## src/rtl/uart_price_frame_decoder_if.sv

```systemverilog
// rtl/uart_price_frame_decoder_if.sv - UART byte input and decoded price/statistics bundle
interface uart_price_frame_decoder_if;
    logic [7:0]  rx_data;
    logic        rx_data_valid;
    logic [15:0] price;
    logic        price_valid;
    logic        frame_err;
    logic [7:0]  err_count;
    logic [15:0] frame_count;
    logic        busy;

    modport master (
        output rx_data, rx_data_valid,
        input  price, price_valid, frame_err, err_count, frame_count, busy
    );

    modport slave (
        input  rx_data, rx_data_valid,
        output price, price_valid, frame_err, err_count, frame_count, busy
    );
endinterface

```

## src/rtl/uart_price_frame_decoder.sv

```systemverilog
// rtl/uart_price_frame_decoder.sv - SOF/hi/lo/xor-checksum price frame decoder with timeout and stats
module uart_price_frame_decoder #(
    parameter logic [7:0] SOF_BYTE       = 8'hA5,
    parameter int         TIMEOUT_CYCLES = 100000,
    parameter int         TO_W           = 17,
    parameter int         EDGE_DETECT    = 1
) (
    input  logic clk,
    input  logic rst,
    uart_price_frame_decoder_if.slave bus
);
    typedef enum logic [1:0] {S_IDLE, S_HI, S_LO, S_CHK} state_t;

    state_t          state, state_nxt;
    logic            valid_d;
    logic            acc;
    logic            timeout;
    logic            good_nxt, bad_nxt;
    logic [7:0]      hi_r, lo_r;
    logic [TO_W-1:0] to_cnt;
    logic [15:0]     price_r;
    logic            price_valid_r, frame_err_r, busy_r;
    logic [7:0]      err_count_r;
    logic [15:0]     frame_count_r;

    // valid_d resets high so a strobe level held through reset is not a new byte
    assign acc = bus.rx_data_valid & ((EDGE_DETECT == 0) | ~valid_d);

    assign timeout = (state != S_IDLE) && !acc &&
                     (to_cnt == TO_W'(TIMEOUT_CYCLES - 1));

    always_comb begin
        state_nxt = state;
        good_nxt  = 1'b0;
        bad_nxt   = 1'b0;
        case (state)
            S_IDLE: if (acc && bus.rx_data == SOF_BYTE) state_nxt = S_HI;
            S_HI:   if (acc) state_nxt = S_LO;
            S_LO:   if (acc) state_nxt = S_CHK;
            S_CHK: begin
                if (acc) begin
                    state_nxt = S_IDLE;
                    if (bus.rx_data == (hi_r ^ lo_r)) good_nxt = 1'b1;
                    else                              bad_nxt  = 1'b1;
                end
            end
            default: state_nxt = S_IDLE;
        endcase
        if (timeout) begin
            state_nxt = S_IDLE;
            bad_nxt   = 1'b1;
        end
    end

    always_ff @(posedge clk) begin
        if (rst) begin
            state         <= S_IDLE;
            valid_d       <= 1'b1;
            hi_r          <= 8'h00;
            lo_r          <= 8'h00;
            to_cnt        <= '0;
            price_r       <= 16'h0000;
            price_valid_r <= 1'b0;
            frame_err_r   <= 1'b0;
            err_count_r   <= 8'h00;
            frame_count_r <= 16'h0000;
            busy_r        <= 1'b0;
        end else begin
            state         <= state_nxt;
            valid_d       <= bus.rx_data_valid;
            busy_r        <= (state_nxt != S_IDLE);
            price_valid_r <= good_nxt;
            frame_err_r   <= bad_nxt;
            if (acc && state == S_HI) hi_r <= bus.rx_data;
            if (acc && state == S_LO) lo_r <= bus.rx_data;
            if (acc || state == S_IDLE) to_cnt <= '0;
            else                        to_cnt <= to_cnt + 1'b1;
            if (good_nxt) begin
                price_r       <= {hi_r, lo_r};
                frame_count_r <= frame_count_r + 16'h0001;
            end
            if (bad_nxt && err_count_r != 8'hFF) err_count_r <= err_count_r + 8'h01;
        end
    end

    assign bus.price       = price_r;
    assign bus.price_valid = price_valid_r;
    assign bus.frame_err   = frame_err_r;
    assign bus.err_count   = err_count_r;
    assign bus.frame_count = frame_count_r;
    assign bus.busy        = busy_r;
endmodule

```

## src/flat_wrapper.sv

```systemverilog
// flat-port wrapper written by rule: the top's interface ports become plain ports
module uart_price_frame_decoder_flat 
#(
    parameter logic [7:0] SOF_BYTE       = 8'hA5,
    parameter int         TIMEOUT_CYCLES = 100000,
    parameter int         TO_W           = 17,
    parameter int         EDGE_DETECT    = 1
)
  (clk, rst, bus_rx_data, bus_rx_data_valid, bus_price, bus_price_valid, bus_frame_err, bus_err_count, bus_frame_count, bus_busy);
  uart_price_frame_decoder_if bus_i ();
  input  logic clk;
  input  logic rst;
  input wire logic [$bits(bus_i.rx_data)-1:0] bus_rx_data;
  input wire logic [$bits(bus_i.rx_data_valid)-1:0] bus_rx_data_valid;
  output wire logic [$bits(bus_i.price)-1:0] bus_price;
  output wire logic [$bits(bus_i.price_valid)-1:0] bus_price_valid;
  output wire logic [$bits(bus_i.frame_err)-1:0] bus_frame_err;
  output wire logic [$bits(bus_i.err_count)-1:0] bus_err_count;
  output wire logic [$bits(bus_i.frame_count)-1:0] bus_frame_count;
  output wire logic [$bits(bus_i.busy)-1:0] bus_busy;
  assign bus_i.rx_data = bus_rx_data;
  assign bus_i.rx_data_valid = bus_rx_data_valid;
  assign bus_price = bus_i.price;
  assign bus_price_valid = bus_i.price_valid;
  assign bus_frame_err = bus_i.frame_err;
  assign bus_err_count = bus_i.err_count;
  assign bus_frame_count = bus_i.frame_count;
  assign bus_busy = bus_i.busy;
  uart_price_frame_decoder #(.SOF_BYTE(SOF_BYTE), .TIMEOUT_CYCLES(TIMEOUT_CYCLES), .TO_W(TO_W), .EDGE_DETECT(EDGE_DETECT)) u_core (.clk(clk), .rst(rst), .bus(bus_i));
endmodule
```

## config.mk

```make
export PLATFORM = sky130hd
export DESIGN_NAME = uart_price_frame_decoder_flat
export DESIGN_NICKNAME = d
export VERILOG_FILES = /design/src/rtl/uart_price_frame_decoder_if.sv /design/src/rtl/uart_price_frame_decoder.sv /design/src/flat_wrapper.sv
export SDC_FILE = /design/constraint.sdc
export NUM_CORES = 1
export LEC_CHECK = 0
export BUFFER_PORTS_ARGS = -buffer_cell sky130_fd_sc_hd__buf_4
export CAP_MARGIN = 20
export CORE_UTILIZATION = 30
export CTS_CLUSTER_SIZE = 8
export DETAILED_ROUTE_END_ITERATION = 16
export SLEW_MARGIN = 10
export SYNTH_ARGS = -nofsm -noshare
export SYNTH_HDL_FRONTEND = slang
export SYNTH_SLANG_ARGS = --single-unit
```

## constraint.sdc

```tcl
create_clock -name clk -period 5.9 [get_ports clk]
set_input_delay 0.59 -clock clk [delete_from_list [all_inputs] [get_ports clk]]
set_output_delay 0.59 -clock clk [all_outputs]
set_load 0.02 [all_outputs]
```

# ---- Word level (Yosys, flattened, before mapping)
# Cells that the tools add are included.
dict set report word_totals {
  latchBits 0
  register_bits 79
  ram_bits 0
  wordCells 49
  mem_count 0
  mem_bits_ro 0
  out_inout_bits 43
}
dict set report op_classes {
  muxes 13
  n_reduce_logical 12
  shift 0
  bitwise_logic 3
  eq_ne 7
  div 0
  add_sub_neg 3
  n_mul 0
  n_lt_le_gt_ge 0
}
# op n
set op_table {}
lappend op_table {{adder 17 x 1 -> 17 bit, second input constant} 1}
lappend op_table {{equality test 17 bit, second input constant} 1}
lappend op_table {{adder 16 x 1 -> 16 bit, second input constant} 1}
lappend op_table {{two-way mux 2 bit} 5}
lappend op_table {{adder 8 x 1 -> 8 bit, second input constant} 1}
lappend op_table {{equality test 8 bit} 1}
lappend op_table {{equality test 8 bit, second input constant} 1}
lappend op_table {{inequality test 8 bit, second input constant} 1}
lappend op_table {{case mux 2 bit (4 select lines)} 1}
lappend op_table {{bitwise XOR 8 bit} 1}
lappend op_table {{two-way mux 1 bit} 7}
lappend op_table {{logical AND 1 bit} 6}
lappend op_table {{equality test 2 bit, second input constant} 2}
lappend op_table {{nonzero test 2 bit} 2}
lappend op_table {{equality test 2 x 1 -> 1 bit, second input constant} 1}
lappend op_table {{logical NOT 2 bit} 1}
lappend op_table {{OR reduction 2 bit} 1}
lappend op_table {{AND 1 bit} 1}
lappend op_table {{logical NOT 1 bit} 1}
lappend op_table {{logical OR 1 bit} 1}
lappend op_table {{inverter 1 bit} 1}

# ---- Logic depth before layout (Yosys ltp)
# Gate-level depths: netlist of the first run.
dict set report logic_depth {
  depth_word 7
  depth_mapped 7
}

# ---- Worst setup path after synthesis of the first run
# OpenSTA, ideal clock, no wires.
dict set report synth_path {
  path_kind {input -> register}
  startpoint {input bus_rx_data[5]}
  endpoint {register u_core.frame_count_r[12] (netlist: u_core.bus.frame_count[12])}
  required_ns 5.779
  arrival_time_ns 2.164
  stages 6
  setup_time_ns 0.121
  slack_ns 3.615
  path_cell_list {xnor3_2 > nand4_4 > or3_4 > buf_6 > nor4_1 > mux2_2}
}
dict set report synth_between {
  elab_chain_len 4
}
# element line
set synth_rtl {}
lappend synth_rtl {{start: declaration} flat_wrapper.sv:13} ;# input wire logic [$bits(bus_i.rx_data)-1:0] bus_rx_data;
lappend synth_rtl {{equality test 8 bit} uart_price_frame_decoder.sv:43} ;# if (bus.rx_data == (hi_r ^ lo_r)) good_nxt = 1'b1;
lappend synth_rtl {{two-way mux 1 bit} uart_price_frame_decoder.sv:43}
lappend synth_rtl {{two-way mux 1 bit} uart_price_frame_decoder.sv:41} ;# if (acc) begin
lappend synth_rtl {{two-way mux 1 bit} uart_price_frame_decoder.sv:36} ;# case (state)
lappend synth_rtl {{end signal: assignment} uart_price_frame_decoder.sv:80} ;# frame_count_r <= frame_count_r + 16'h0001;
lappend synth_rtl {{end: declaration} uart_price_frame_decoder.sv:24} ;# logic [15:0] frame_count_r;
# No other way between the ends.
# A chain may end at the register's enable or synchronous reset.

# ---- Worst setup path in the final report of the first run
dict set report layout_path {
  startpoint {register u_core.to_cnt[0]}
  endpoint {register u_core.err_count_r[7] (netlist: u_core.bus.err_count[7])}
}
dict set report layout_between {
  elab_chain_len 4
}
# element line
set layout_rtl {}
lappend layout_rtl {{start: declaration} uart_price_frame_decoder.sv:20} ;# logic [TO_W-1:0] to_cnt;
lappend layout_rtl {{start signal: assignment} uart_price_frame_decoder.sv:77} ;# else to_cnt <= to_cnt + 1'b1;
lappend layout_rtl {{equality test 17 bit} uart_price_frame_decoder.sv:30} ;# (to_cnt == TO_W'(TIMEOUT_CYCLES - 1));
lappend layout_rtl {{logical AND 1 bit} uart_price_frame_decoder.sv:29} ;# assign timeout = (state != S_IDLE) && !acc &&
lappend layout_rtl {{two-way mux 1 bit} uart_price_frame_decoder.sv:49} ;# if (timeout) begin
lappend layout_rtl {{logical AND 1 bit} uart_price_frame_decoder.sv:82} ;# if (bad_nxt && err_count_r != 8'hFF) err_count_r <= err_count_r + 8'h01;
lappend layout_rtl {{end signal: assignment} uart_price_frame_decoder.sv:82}
lappend layout_rtl {{end: declaration} uart_price_frame_decoder.sv:23} ;# logic [7:0] err_count_r;
# No other way between the ends.

==> results of run 1 <==
-- metrics by stage --
step,hold slack [ns],instance area (um2)
detailed placement,0.451,4050
global placement,0.444,4050
floorplan,0.430,3550
global route,0.464,4340
CTS,0.456,4340
finish,0.455,4340
-- registers in the layout, summed over array words and instances (netlist names) --
name and flops:
u_core.hi_r 8, u_core.bus.frame_count 16, u_core.lo_r 8, u_core.to_cnt 17, u_core.state 2, u_core.bus.price_valid 1, u_core.bus.price 16, u_core.bus.frame_err 1
u_core.bus.busy 1, u_core.bus.err_count 8, u_core.valid_d 1
-- path summary, 6_finish.rpt --
path	from	end	slack (ns)	depth (start not counted)
worst max-delay path	u_core.to_cnt[0]$_SDFF_PP0_	u_core.bus.err_count[7]$_SDFFE_PP0P_	3.50	5
worst min-delay path	u_core.bus.price[11]$_SDFFE_PP0P_	u_core.bus.price[11]$_SDFFE_PP0P_	0.46	2
worst max register to register	u_core.to_cnt[0]$_SDFF_PP0_	u_core.bus.err_count[7]$_SDFFE_PP0P_	3.50	5
worst min register to register	u_core.bus.price[11]$_SDFFE_PP0P_	u_core.bus.price[11]$_SDFFE_PP0P_	0.46	2
-- power by group --
group / total, W / leakage, nW / internal [W] / switching [W]
Sequential: 0.000534 / 0.636 / 0.000534 / 0.000000161
Clock: 0.000550 / 0.143 / 0.000337 / 0.000213
Combinational: 0.0000279 / 0.775 / 0.0000124 / 0.0000155
Total: 0.00111 / 1.55 / 0.000883 / 0.000229
-- layer usage --
| metal | up-vias | GRT usage (%) | wire [um] |
|---|---|---|---|
| met4 | 0 | 4.80 | 123 |
| met2 | 49 | 22.9 | 3850 |
| met5 | - | 0 | 0 |
| met1 | 1455 | 17.6 | 3900 |
| met3 | 14 | 5.30 | 403 |
| li1 | 1527 | - | - |
-- tightest hold or removal path: cells and delay by family (launching register included) --
kind | cells | cell delay, ns
compound gates | 1 | 0.05
flops | 1 | 0.31
simple gates | 1 | 0.05
-- final cells by class --
class | instances | area, um2
clock buffers | 12 | 246
multi-input cells | 310 | 1850
repair buffers | 54 | 405
clock inverters | 3 | 43.8
fillers | 1162 | 7120
inverters | 9 | 33.8
flip-flops and latches | 79 | 1580
well taps | 143 | 179
-- cell usage in the layout, fill, tap and decap left out, types with 8 or more instances in the layout --
cell	count
nand2_1	82
dfxtp_1	79
buf_4	54
a21oi_1	49
nor2_1	41
nand3_1	15
nand4_1	11
inv_1	9
clkbuf_16	9
nor2b_1	8
o21ai_0	8
xor2_1	8
xnor2_1	8
or4_1	8
mux2_2	8
-- logic make-up (layout without fill, tap and decap cells) --
kind of cell             Yosys count  in the layout  share of synthesized area, %
multiplexers                       9              9                          2.82
buffers and inverters             30             78                          3.38
adder cells (fa/ha/maj)            3              3                          1.06
AND/OR/NAND/NOR                  203            203                          27.9
AO/OA/AOI/OAI                     71             71                          11.2
flip-flops                        79             79                          44.6
XOR/XNOR                          24             24                          9.13
==> impl_metrics.csv, run 1 <==
group,metric,value,unit
cells_and_area,utilization,37.9,%
critical_path,critPathBufInv,0,
routing,routed_wl,8.27,mm
clocking,cts_setup_buffers,0,
place,pre_cts_ws,3.25,ns
logic_synthesis,ys_top_cells_by_count,"nand2_1, dfxtp_1, a21oi_1",
logic_synthesis,synth_edf_count,0,
global_route,grt_usage,14.3,%
die,dieArea,0.0123,mm2
global_route,antenna_found_initial,0,
routing,drtIter0Drc,140,
sta,tns,0,ns
critical_path,critPathTopFamily,"simple AND/OR/NAND/NOR gates",
logic_synthesis,synthArstFlopShare,0,%
place,placed_cells,595,
logic_synthesis,synth.area.top_cells,"dfxtp_1, nand2_1, a21oi_1",
sta,slew_viol_final,0,
die,start_util,31.0,%
routing,num_vias,3045,
routing,wire_per_inst,13.6,um
sta,max_freq,417,MHz
routing,firstDrtPassIters,5,
place,port-buffer-count,53,
logic_synthesis,syn_area,0.00355,mm2
clocking,holdBufCountCts,0,
critical_path,required,6.13,ns
critical_path,worst_ep_arrival_time,2.63,ns
clocking,cts_tree,"yes",
global_route,grt_max_degree,72,
die,boundaryPins,54,
sta,setup_ws,3.50,ns
die,die_w,111,um
sta,period_share,40.7,%
die,core_area,0.0115,mm2
logic_synthesis,syn_inst,419,
sta,hold_violations,0,
clocking,worstSkewPairLatency,0.34,ns
cells_and_area,nets,477,
logic_synthesis,synth_cell_types,41,
cells_and_area,area_growth,22.3,%
routing,vias_per_cell,4.99,
sta,slew_headroom,46.8,%
logic_synthesis,yosysTopAreaCell,"dfxtp_1",
cells_and_area,final_cells,610,
critical_path,cp_max_fo,10,
critical_path,path_cells,"ha_1, nand3_1, or4_1, o32ai_1, mux2_2",
routing,post-route-drc-count,0,
sta,rsz0062_at_grt,"false",
logic_synthesis,yosysWarnings,0,
clocking,max-clock-path-buffers,2,
outcome,status,"finished, final reports clean",
sta,worst_pin_slew,0.791,ns
critical_path,worstSetupEndpointType,"register",
die,rows,39,
run,cap_violations,0,
power,cellPowerDensity,256,mW/mm2
clocking,cts.sinks,79,
sta,final-setup-viol-count,0,
logic_synthesis,synth_fp_nets,433,
clocking,htree_levels,3,
clocking,numCtsBuffers,9,
logic_synthesis,yosysMostFrequentCell,"nand2_1",
clocking,cts_resized,0,
logic_synthesis,ys.flop_type,"dfxtp_1",
sta,fin_crit,2.40,ns
place,gp_congestion,0.787,
power,total_power,0.00111,W
global_route,grt_pass1_wl,14.2,mm
cells_and_area,diodes,0,
logic_synthesis,synth.ff_latch_count,79,
logic_synthesis,postSynthAreaPerCell,8.47,um2
logic_synthesis,seq_area_frac_synth,44.6,%
critical_path,startpoint_type,"register",
sta,fin_skew,0.00585,ns
routing,ant_nets,0,
hold_path,hold_path.class,"reg2reg",
global_route,grt_pass1_vias,2931,
die,die_height,111,um
place,hpwl,5.68,mm
clocking,clkSlewWorstSetupHoldPaths,0.06,ns
power,p_leak,1.55,nW
critical_path,path_class,"reg2reg",
critical_path,cpPeakStageDelay,0.76,ns
cells_and_area,layout-drive-gt1-share,18.4,%
global_route,overflow,0,
critical_path,worst_path_max_delay_cell,"or4_1",
clocking,cts-root-buf,"clkbuf_16",
power,peakVddDrop,177,uV
logic_synthesis,synth_top_area_share,44.6,%
Power figures use the tool's default switching activity.
==> run 2, diff against run 1 <==
ABC_AREA = 1   (was default)
clock period = 2.2 ns   (was 5.9 ns; I/O delays follow)
==> impl_metrics.csv, run 2 <==
group,metric,value,unit
outcome,status,"finished, final reports clean",
logic_synthesis,seq_area_frac_synth,42.9,%
cells_and_area,largest_reg_flops,17,
logic_synthesis,ys_top_cells_by_count,"nand2_1, dfxtp_1, nor2_1",
logic_synthesis,synth_cell_types,32,
cells_and_area,multi_input_area,0.00177,mm2
cells_and_area,diodes,0,
logic_synthesis,postSynthAreaPerCell,7.03,um2
cells_and_area,largest_register,"u_core.to_cnt",
clocking,cts.sinks,79,
sta,final-setup-viol-count,0,
die,dieArea,0.0127,mm2
clocking,htree_levels,3,
clocking,cts_setup_buffers,0,
cells_and_area,fillers,1285,
logic_synthesis,yosysWarnings,0,
hold_path,hold_path.class,"in2reg",
logic_synthesis,yosysMostFrequentCell,"nand2_1",
sta,slew_viol_final,0,
cells_and_area,nets,591,
logic_synthesis,synth_compound_area_share,14.6,%
logic_synthesis,synth-xor-area-share,1.19,%
routing,firstDrtPassIters,4,
sta,hold_violations,0,
cells_and_area,final_cell_mix,"nand2_1, dfxtp_1, nor2_1, a21oi_1, buf_4",
logic_synthesis,syn_area,0.00369,mm2
critical_path,path_cells,"nand2_1, nand2_1, nand2_1, nand2_1, nand2_1, nor2_2, nand2_2, nor2_8, inv_2, o21ai_0, nor2_1",
critical_path,critPathTopFamily,"simple AND/OR/NAND/NOR gates",
routing,wl_met2,3.88,mm
die,die_w,113,um
logic_synthesis,ys.flop_type,"dfxtp_1",
critical_path,critPathBufInv,1,
sta,fin_skew,0.00826,ns
power,peakVddDrop,278,uV
clocking,holdBufCountCts,0,
run,cap_violations,0,
sta,period_share,78.8,%
logic_synthesis,yosysTopAreaCell,"dfxtp_1",
critical_path,path_class,"reg2reg",
global_route,grt_usage,14.9,%
cells_and_area,utilization,37.6,%
critical_path,worst_path_most_repeated_cell,"nand2_1",
critical_path,worstSetupEndpointType,"register",
critical_path,startpoint_type,"register",
routing,met1_length,4.42,mm
cells_and_area,final_area,0.00451,mm2
clocking,cts_resized,0,
critical_path,cp_max_fo,17,
cells_and_area,final_common_cell,"nand2_1",
global_route,overflow,0,
routing,ant_nets,0,
clocking,max-clock-path-buffers,2,
routing,post-route-drc-count,0,
logic_synthesis,synth_edf_count,0,
clocking,cts-root-buf,"clkbuf_16",
sta,rsz0062_at_grt,"false",
routing,dr.max_layer_used,"met4",
logic_synthesis,synthArstFlopShare,0,%
clocking,clkSlewWorstSetupHoldPaths,0.06,ns
cells_and_area,final-seq-area,0.00158,mm2
logic_synthesis,synthSimpleGateAreaFrac,31.2,%
global_route,grt_pass1_wl,15.1,mm
routing,routed_wl,8.88,mm
power,total_power,0.00299,W
critical_path,worst_path_max_delay_cell,"dfxtp_1",
power,cellPowerDensity,662,mW/mm2
cells_and_area,layout-drive-gt1-share,17.5,%
die,die_height,113,um
routing,dr_wl_met3,358,um
sta,slew_headroom,68.6,%
place,gp_congestion,0.836,
clocking,cts_tree,"yes",
power,p_leak,1.84,nW
logic_synthesis,synth_fp_nets,538,
place,port-buffer-count,53,
routing,drtIter0Drc,248,
global_route,antenna_found_initial,0,
sta,max_freq,577,MHz
die,rows,40,
sta,worst_pin_slew,0.469,ns
sta,fin_crit,1.73,ns
critical_path,required,2.43,ns
place,hpwl,6.45,mm
die,core_area,0.0120,mm2
die,start_util,30.7,%
logic_synthesis,synthAdderAreaFrac,1.02,%
place,placed_cells,713,
global_route,grt_max_degree,46,
logic_synthesis,synth_mux_area_share,0,%
die,boundaryPins,54,
global_route,grt_pass1_vias,3244,
routing,num_vias,3474,
critical_path,cpPeakStageDelay,0.37,ns
place,place_area,0.00422,mm2
logic_synthesis,synth_top_area_share,42.9,%
logic_synthesis,syn_inst,524,
logic_synthesis,synth.area.top_cells,"dfxtp_1, nand2_1, a21oi_1",
sta,tns,0,ns
critical_path,worst_ep_arrival_time,1.96,ns
routing,vias_per_cell,4.77,
logic_synthesis,synth.ff_latch_count,79,
clocking,numCtsBuffers,9,
cells_and_area,final_cells,729,
cells_and_area,area_growth,22.5,%
logic_synthesis,synth_top_family_by_area,"simple AND/OR/NAND/NOR gates",
clocking,worstSkewPairLatency,0.34,ns
routing,wire_per_inst,12.2,um
-- run 2: changes by cell type in the layout (fill, tap and decap cells not counted), moves of 6 or more --
| cell | before | now |
|---|---|---|
| or4_1 | 8 | 0 |
| nor2_1 | 41 | 66 |
| inv_1 | 9 | 51 |
| mux2_2 | 8 | 0 |
| xor2_1 | 8 | 2 |
| nand3_1 | 15 | 29 |
| a21oi_1 | 49 | 61 |
| o21ai_0 | 8 | 32 |
| o21ai_1 | 1 | 12 |
| nor2b_1 | 8 | 0 |
| nand3b_1 | 1 | 7 |
| nand2_1 | 82 | 106 |
| inv_2 | 0 | 12 |
-- run 2: tightest hold or removal path: stages --
cell	delay, ns
buf_4	0.10
inv_2	0.04
nand2_1	0.06
-- run 2: area by class of cell --
class                      instances  area share [%]
multi-input combinational        367            39.2
tap                              147            4.07
clock inverter                     6            1.36
inverter                          63            5.24
clock buffer                      10            5.07
timing repair buffer              57            10.0
sequential                        79            35.0
-- run 2: path summary, 6_finish.rpt --
path	start	to	slack (ns)	depth (start not counted)
max	u_core.hi_r[1]$_SDFFE_PP0P_	u_core.bus.frame_count[8]$_SDFFE_PP0P_	0.47	11
min	bus_rx_data_valid	u_core.valid_d$_SDFF_PP1_	0.11	3
max reg2reg	u_core.hi_r[1]$_SDFFE_PP0P_	u_core.bus.frame_count[8]$_SDFFE_PP0P_	0.47	11
min reg2reg	u_core.to_cnt[0]$_SDFF_PP0_	u_core.to_cnt[0]$_SDFF_PP0_	0.44	1
-- run 2: cell families after synthesis --
| logic type | count (synthesis) |
|---|---|
| XOR/XNOR | 5 |
| flip-flops | 79 |
| buffers and inverters | 78 |
| AO/OA/AOI/OAI | 107 |
| AND/OR/NAND/NOR | 252 |
| adder cells (fa/ha/maj) | 3 |
-- run 2: per-stage QoR --
stage	worst slack (ns)	hold WS, ns
detailed placement	0.416	0.438
CTS	0.460	0.109
global route	0.249	0.107
floorplan	0.571	0.317
global placement	0.489	0.429
finish	0.466	0.111
-- run 2: layer usage --
layer,up-vias,GRT usage [%]
met3,19,3.27
met2,82,22.7
met5,-,0
li1,1810,-
met1,1563,19.7
met4,0,7.56
-- run 2: power breakdown --
group / total [W] / internal, W / switching [W]
Combinational: 0.0000843 / 0.0000326 / 0.0000517
Clock: 0.00147 / 0.000875 / 0.000598
Sequential: 0.00143 / 0.00143 / 0.000000911
Total: 0.00299 / 0.00234 / 0.000650
==> run 3, diff against run 2 <==
ABC_AREA = 0   (was 1)
clock period = 1.8 ns   (was 2.2 ns; I/O delays follow)
==> impl_metrics.csv, run 3 (synthesis gave the netlist of run 1 again) <==
group,metric,value,unit
sta,rsz0062_at_grt,"true",
routing,num_vias,3412,
sta,period_share,115,%
global_route,antenna_found_initial,0,
place,gp_congestion,0.780,
die,boundaryPins,54,
die,dieArea,0.0123,mm2
cells_and_area,area_growth,61.9,%
cells_and_area,final_cell_mix,"buf_4, dfxtp_1, nand2_1, nor2_1, a21oi_2",
cells_and_area,largest_register,"u_core.to_cnt",
critical_path,required,2.03,ns
clocking,numCtsBuffers,9,
hold_path,hold_path.class,"in2reg",
power,p_leak,2.34,nW
die,start_util,31.0,%
place,port-buffer-count,53,
cells_and_area,layout-drive-gt1-share,48.7,%
clocking,cts_tree,"yes",
routing,ant_nets,0,
sta,max_freq,484,MHz
sta,worst_pin_slew,0.511,ns
power,pwr-share-comb,3.2,%
routing,post-route-drc-count,0,
outcome,violations,"setup timing",
clocking,cts.sinks,79,
critical_path,worst_path_max_delay_cell,"or4_4",
clocking,cts-root-buf,"clkbuf_16",
clocking,htree_levels,3,
power,intPower,0.00305,W
clocking,worstSkewPairLatency,0.34,ns
global_route,grt_usage,16.9,%
critical_path,path_class,"reg2reg",
die,die_w,111,um
cells_and_area,nets,569,
die,rows,39,
clocking,holdBufCountCts,0,
power,seqPwrFrac,45.6,%
routing,routed_wl,10.2,mm
critical_path,cp_max_fo,5,
critical_path,worst_ep_arrival_time,2.29,ns
sta,fin_skew,0.00949,ns
critical_path,critPathTopFamily,"simple AND/OR/NAND/NOR gates",
sta,fin_hold_ws,0.0527,ns
critical_path,path_cells,"nor4bb_4, nand4b_1, or4_4, buf_6, o32ai_4, mux2_4",
place,pre_cts_ws,-0.326,ns
critical_path,cpPeakStageDelay,0.45,ns
run,cap_violations,0,
power,p_clk_share,51.2,%
power,cellPowerDensity,667,mW/mm2
global_route,grt_max_degree,43,
clocking,clkSlewWorstSetupHoldPaths,0.06,ns
global_route,grt_pass1_wl,16.6,mm
cells_and_area,diodes,0,
sta,slew_viol_final,0,
critical_path,critPathBufInv,1,
sta,setup_ws,-0.264,ns
outcome,status,"complete, but fails checks",
critical_path,worstSetupEndpointType,"register",
power,power.switching,0.000787,W
sta,final-setup-viol-count,41,
global_route,overflow,0,
place,hpwl,6.34,mm
global_route,grt_pass1_vias,3411,
die,core_area,0.0115,mm2
power,sw_frac_of_total,20.5,%
sta,hold_violations,0,
sta,fin_crit,2.06,ns
routing,vias_per_cell,4.86,
cells_and_area,largest_reg_flops,17,
clocking,max-clock-path-buffers,2,
routing,drtIter0Drc,93,
die,die_height,111,um
routing,wire_per_inst,14.5,um
power,peakVddDrop,691,uV
routing,firstDrtPassIters,4,
cells_and_area,final_common_cell,"buf_4",
critical_path,startpoint_type,"register",
sta,slew_headroom,65.5,%
## run 3: changes by cell type in the layout (fill, tap and decap cells not counted), sizes merged, moves of 12 or more
cell   previous run  this run
a21oi            61        49
buf              57       144
inv              63         9
nand2           111        82
nand3            30        15
nor2             74        41
o21ai            44         9
## run 3: per-layer routing
layer	track usage (%)	vias to the layer above	routed length [um]
met3	5.08	12	396
met1	20.2	1614	4490
li1	-	1725	-
met4	4.80	0	121
met5	0	-	0
met2	29.0	61	5140
## run 3: final timing paths
check,start,to,slack (ns),depth (start not counted)
worst max-delay path,u_core.to_cnt[13]$_SDFF_PP0_,u_core.bus.err_count[5]$_SDFFE_PP0P_,-0.26,6
worst min-delay path,bus_rx_data_valid,u_core.valid_d$_SDFF_PP1_,0.05,2
worst max register to register,u_core.to_cnt[13]$_SDFF_PP0_,u_core.bus.err_count[5]$_SDFFE_PP0P_,-0.26,6
worst min register to register,u_core.bus.price[12]$_SDFFE_PP0P_,u_core.bus.price[12]$_SDFFE_PP0P_,0.45,2
## run 3: area by class of cell
cell class | count | area, um2
fillers | 1003 | 5720
multi-input cells | 312 | 2400
flip-flops and latches | 79 | 1600
repair buffers | 144 | 1220
clock buffers | 11 | 243
well taps | 143 | 179
clock inverters | 4 | 70.1
inverters | 9 | 33.8
## run 3: per-stage QoR
step	total power [W]	utilization [%]	instance area, um2	instances	TNS [ns]
floorplan	0.00184	-	3660	419	-2.07
global placement	0.00190	41.0	4700	669	-4.10
detailed placement	0.00190	41.0	4700	669	-5.80
CTS	0.00385	47.9	5490	701	-7.29
global route	0.00395	50.1	5750	702	-9.72
finish	0.00383	50.1	5750	702	-6.35
## run 3: timing repair
action | CTS | global route
pin swaps | 37 | 32
gates cloned | 9 | 0
setup buffers | 8 | 2
setup endpoints to repair | 41 | 43
resized for setup | 75 | 60
## run 3: power by group through the flow
stage | Clock (W) | Sequential, W | Combinational [W]
floorplan | 0 | 0.00179 | 0.0000535
global placement | 0 | 0.00179 | 0.000107
detailed placement | 0 | 0.00179 | 0.000108
CTS | 0.00198 | 0.00175 | 0.000118
global route | 0.00207 | 0.00175 | 0.000129
finish | 0.00196 | 0.00175 | 0.000122
